[config.mk]
export PLATFORM = sky130hd
export DESIGN_NAME = sll_iter
export DESIGN_NICKNAME = d
export VERILOG_FILES = /design/src/rtl/sll_iter.sv
export SDC_FILE = /design/constraint.sdc
export NUM_CORES = 1
export LEC_CHECK = 0
export BUFFER_PORTS_ARGS = -buffer_cell sky130_fd_sc_hd__buf_4
export CAP_MARGIN = 20
export CELL_PAD_IN_SITES_DETAIL_PLACEMENT = 0
export CELL_PAD_IN_SITES_GLOBAL_PLACEMENT = 1
export CORE_AREA = 2 2 69 71
export DETAILED_ROUTE_END_ITERATION = 12
export DIE_AREA = 0 0 71 73
export PLACE_DENSITY = 0.79
export SLEW_MARGIN = 20
export SYNTH_ARGS = -nofsm -noshare
export SYNTH_HDL_FRONTEND = slang
export SYNTH_SLANG_ARGS = --single-unit
export TNS_END_PERCENT = 50
[constraint.sdc]
create_clock -name clk -period 1.6 [get_ports clk]
set_clock_uncertainty 0.2 [all_clocks]
set_input_delay 0 -clock clk [delete_from_list [all_inputs] [get_ports clk]]
set_output_delay 0 -clock clk [all_outputs]
set_load 0.02 [all_outputs]
[src/rtl/sll_iter.sv]
`default_nettype none
// +----------------------------------------------------------------------------+
// | Module  : sll_iter                                                         |
// | Brief   : Iterative logical left shifter, one bit per clock, with a         |
// |           sticky flag for any bit shifted out of the MSB.                   |
// | Revision: 1.0 - initial release                                            |
// +----------------------------------------------------------------------------+
module sll_iter (
    input  logic        clk,
    input  logic        rst,
    input  logic        start,
    input  logic        flush,
    input  logic [15:0] shift,
    input  logic [15:0] alu_in_1,
    output logic [15:0] alu_out,
    output logic        busy,
    output logic        done,
    output logic        lost
);

    localparam logic [1:0] c_st_idle  = 2'd0;
    localparam logic [1:0] c_st_shift = 2'd1;
    localparam logic [1:0] c_st_done  = 2'd2;

    logic [1:0]  state_q, state_d;
    logic [15:0] data_q,  data_d;
    logic [3:0]  cnt_q,   cnt_d;
    logic        lost_q,  lost_d;
    logic        w_big_shift;

    assign w_big_shift = |shift[15:4];

    always_ff @(posedge clk or posedge rst) begin
        if (rst) begin
            state_q <= c_st_idle;
            data_q  <= 16'h0000;
            cnt_q   <= 4'd0;
            lost_q  <= 1'b0;
        end else begin
            state_q <= state_d;
            data_q  <= data_d;
            cnt_q   <= cnt_d;
            lost_q  <= lost_d;
        end
    end

    always_comb begin
        state_d = state_q;
        data_d  = data_q;
        cnt_d   = cnt_q;
        lost_d  = lost_q;
        // Flush wins over everything and leaves the datapath untouched.
        if (flush) begin
            state_d = c_st_idle;
        end else begin
            case (state_q)
                c_st_shift: begin
                    lost_d = lost_q | data_q[15];
                    data_d = {data_q[14:0], 1'b0};
                    cnt_d  = cnt_q - 4'd1;
                    if (cnt_q == 4'd1) begin
                        state_d = c_st_done;
                    end
                end
                default: begin
                    if (start) begin
                        lost_d = 1'b0;
                        if (w_big_shift) begin
                            data_d  = 16'h0000;
                            lost_d  = |alu_in_1;
                            state_d = c_st_done;
                        end else if (shift[3:0] == 4'd0) begin
                            data_d  = alu_in_1;
                            state_d = c_st_done;
                        end else begin
                            data_d  = alu_in_1;
                            cnt_d   = shift[3:0];
                            state_d = c_st_shift;
                        end
                    end else begin
                        state_d = c_st_idle;
                    end
                end
            endcase
        end
    end

    always_comb begin
        busy    = (state_q == c_st_shift);
        done    = (state_q == c_st_done);
        alu_out = data_q;
        lost    = lost_q;
    end

endmodule
`default_nettype wire

# == Yosys cells after proc, flatten, opt, wreduce, memory -nomap -nowiden ==
# Index checks and enable logic that the tools add are counted.
# word_totals
reg_bits,23
out_inout_bits,19
# classes
add_sub_neg,1
eq_ne,6
n_mux,16
bitwise_logic,2
reduce_logical,6
# op_table
operator,n
16-bit two-way mux,3
4-bit two-way mux,4
16-bit OR reduction,1
2-bit two-way mux,6
12-bit OR reduction,1
4-bit by 1-bit == test with 1-bit output (second input constant),1
4-bit logical NOT,1
2-bit != test (second input constant),2
4-bit AND reduction,1
4-bit by 1-bit subtractor with 4-bit output (second input constant),1
1-bit two-way mux,3
3-bit by 2-bit != test with 1-bit output (second input constant),1
2-bit by 1-bit == test with 1-bit output (second input constant),1
2-bit == test (second input constant),1
2-bit AND reduction,1
2-bit nonzero test,1
1-bit NOT,1
1-bit OR,1

# == Depth between registers and ports, before layout ==
# logic_depth
depth_word,6
depth_mapped,6

# == Worst setup path after synthesis ==
# Ideal clock, no wire load.
# synth_timing
path_type,input-to-reg
start,input port shift[5]
end,register cnt_q[3]
setup_time_ns,0.065
t_arrival_ns,1.530
slack_ns,-0.195
cell_stages,4
n_path_buf,0
path_cell_list,or4_1 or4b_4 a221oi_2 o22a_1
# synth_via
elab_chain_cells,3
# synth_lines
element,line,source
from (decl),13,"input logic [15:0] shift,"
12-bit OR reduction,31,assign w_big_shift = |shift[15:4];
2-bit != test (no source line),--,
4-bit AND reduction (no source line),--,
to (signal assigned),42,cnt_q <= cnt_d;
to (decl),27,"logic [3:0] cnt_q, cnt_d;"
# Every way passes these cells.
# A chain may end at the register's enable or synchronous reset.

# == Final worst setup path ==
# layout_timing
start,input port shift[15]
end,register cnt_q[3]
# Same word-level chain as after synthesis.

==> impl_metrics.yaml <==
route:
  drc: 0
  ant_nets: 0
  drt-initial-drc-count: 74
  routed_wl_um: 4050
  via_per_inst: 5.07
  wl_per_cell_um: 13.6
  num_vias: 1505
  firstDrtPassIters: 5
floorplan:
  row_count: 25
  start_util: 0.283
  die_h_um: 73
  core_area_mm2: 0.00454
  dieArea_mm2: 0.00518
  dieWidth_um: 71
  io_pins: 55
synth:
  ys_ff_latch: 23
  ys.warnings.count: 0
  syn_area_per_cell_um2: 8.50
  yosys.area.top_type: "dfrtp_1"
  netlist.area_leader.share: 0.448
  yosysSeqAreaShare: 0.448
  yosysMostFrequentCell: "dfrtp_1"
  synth_area_leaders: "dfrtp_1 (45%), a31oi_1 (8.8%), nand3_1 (6.6%), nor2_1 (5.8%), nand2_1 (5.0%)"
  synthArstFlopShare: 1.00
  syn_inst: 151
  synth_cell_types: 34
  syn_area_mm2: 0.00128
  ys.flop_type: "dfrtp_1"
  synth_commonest_cells: "dfrtp_1 (23), nor2_1 (20), a31oi_1 (18)"
  syn-num-nets: 189
  synth_edf_count: 0
cells_and_area:
  finalInstanceArea_mm2: 0.00219
  antennaDiodeCount: 0
  fill_cells: 429
  final_util: 0.482
  areaGrowthSynthToFinish_pct: 70.5
  fin_nets: 282
  drive_above_1_share: 0.366
  layoutNonFillerInstCount: 297
worst_setup_path:
  arrival_ps: 1630
  slowest_stage: "or4_4"
  worstPathRequired_ps: 1610
  crit_chain: "buf_4 > or4_4 > or4b_4 > a221oi_2 > o22a_1"
  rrSetupSlack_ps: 60
  cp-end-kind: "register"
  cp_num_buf_inv: 1
  critPathLaunchType: "input pin"
  cp_max_fo: 4
  worstSetupPathType: "input pin to register"
  critPathTopFamily: "simple AND/OR/NAND/NOR gates"
  slowest_delay_ps: 550
power:
  finalPower_mw: 1.40
  cellLeakagePower_nw: 0.955
  vdd_drop_max_v: 0.000245
  power_density_mw_per_mm2: 639
clock_tree:
  clk_pin_slew_ps: 80
  clockBufferDepth: 2
  clk_latency_ps: 260
  clockRootBuffer: "clkbuf_8"
  cts_setup_buffers: 0
  h-tree-depth: 1
  cts_made_buffers: 3
  clock-sinks: 23
  cts_tree: "built"
global_routing:
  grt_pass1_wl_um: 6620
  grt_max_degree: 24
  overflow: 0
  antenna_found_initial: 0
  grt_usage: 0.160
  grt_pass1_vias: 1421
timing:
  hold_ws_ps: -7.92
  finalSetupViolCount: 1
  slew_violations: 0
  hold_viol_final: 1
  period_share: 1.01
  fin_crit_ps: 1620
  fmax_mhz: 617
  setup-tns-final_ps: -21.4
  rsz0062_at_grt: "yes"
  relSlewSlack: 0.770
  fin_ws_ps: -21.4
  worst_pin_slew_ps: 341
place:
  numPortBuffers: 54
  gp_congestion: 0.827
  placed_area_mm2: 0.00189
  dp.final_hpwl_um: 2860
  pre_cts_ws_ps: -303
  dp_cells: 271
run:
  cap_violations: 0
run_status:
  violations: "hold timing, setup timing"
  outcome: "finished, violations left"
hold_path:
  hp-class: "input pin to register"
metal layers:
| metal | global-route usage | share of wire |
|---|---|---|
| met2 | 0.266 | 0.50 |
| met3 | 0.0180 | 0.052 |
| met4 | 0.0692 | 0.021 |
| met5 | 0 | 0 |
| met1 | 0.212 | 0.43 |
worst reg2reg max path, stage by stage (launching register included):
cell,delay (ps)
dfrtp_1,380
nand2b_4,190
buf_4,190
a31oi_1,180
o22ai_1,100
o22a_1,190
cell families (layout without fill, tap and decap cells):
logic type | Yosys count | count (layout) | synth area share
AOI/OAI and AO/OA | 36 | 36 | 0.191
DFF | 23 | 23 | 0.448
buffers and inverters | 17 | 109 | 0.0507
adders and majority gates | 2 | 2 | 0.0195
and+or+nand+nor | 73 | 73 | 0.290
final cells by class:
| cell class | count | area (µm²) | area share |
|---|---|---|---|
| inverters | 8 | 35.0 | 0.0160 |
| clock buffers | 4 | 45.0 | 0.0206 |
| flip-flops and latches | 23 | 576 | 0.263 |
| well taps | 54 | 67.6 | 0.0309 |
| multi-input cells | 111 | 671 | 0.306 |
| repair buffers | 97 | 795 | 0.363 |
flip-flops by register name, indices dropped and copies added (netlist names):
register / flops
alu_out: 16
cnt_q: 4
lost: 1
state_q: 2
timing repair:
action / 4_1_cts / 5_1_grt
gates cloned: 0 / 0
setup endpoints to repair: 19 / 1
endpoints found under the hold margin: 45 / 0
resized for setup: 6 / 2
pin swaps: 2 / 0
hold buffers: 22 / 0
path summary, 6_finish.rpt:
path / startpoint / endpoint / cells after the start
min in group asynchronous: rst / cnt_q[2] / 4
max in group asynchronous: rst / alu_out[12] / 4
min: shift[10] / cnt_q[0] / 5
max: shift[15] / cnt_q[3] / 5
max reg2reg: state_q[1] / cnt_q[3] / 5
min reg2reg: lost / lost / 2
placed cells by master, fill, tap and decap left out, types with 2 or more instances in the layout:
master	instances
nor3_1	2
a21oi_1	4
nor2b_1	2
o21ai_0	2
clkbuf_8	3
or4_4	3
dlygate4sd3_1	22
nand3_1	17
nand2_1	17
a31oi_1	18
nor4_1	4
buf_4	72
ha_1	2
nor2_1	20
buf_6	3
dfrtp_1	23
inv_1	7
where the power goes:
group | total (mW) | internal [mW] | switching, mW
sequential | 0.666 | 0.627 | 0.0388
combinational | 0.371 | 0.201 | 0.170
clock | 0.363 | 0.178 | 0.185
total | 1.40 | 1.01 | 0.394
(Power assumes the default switching activity.)
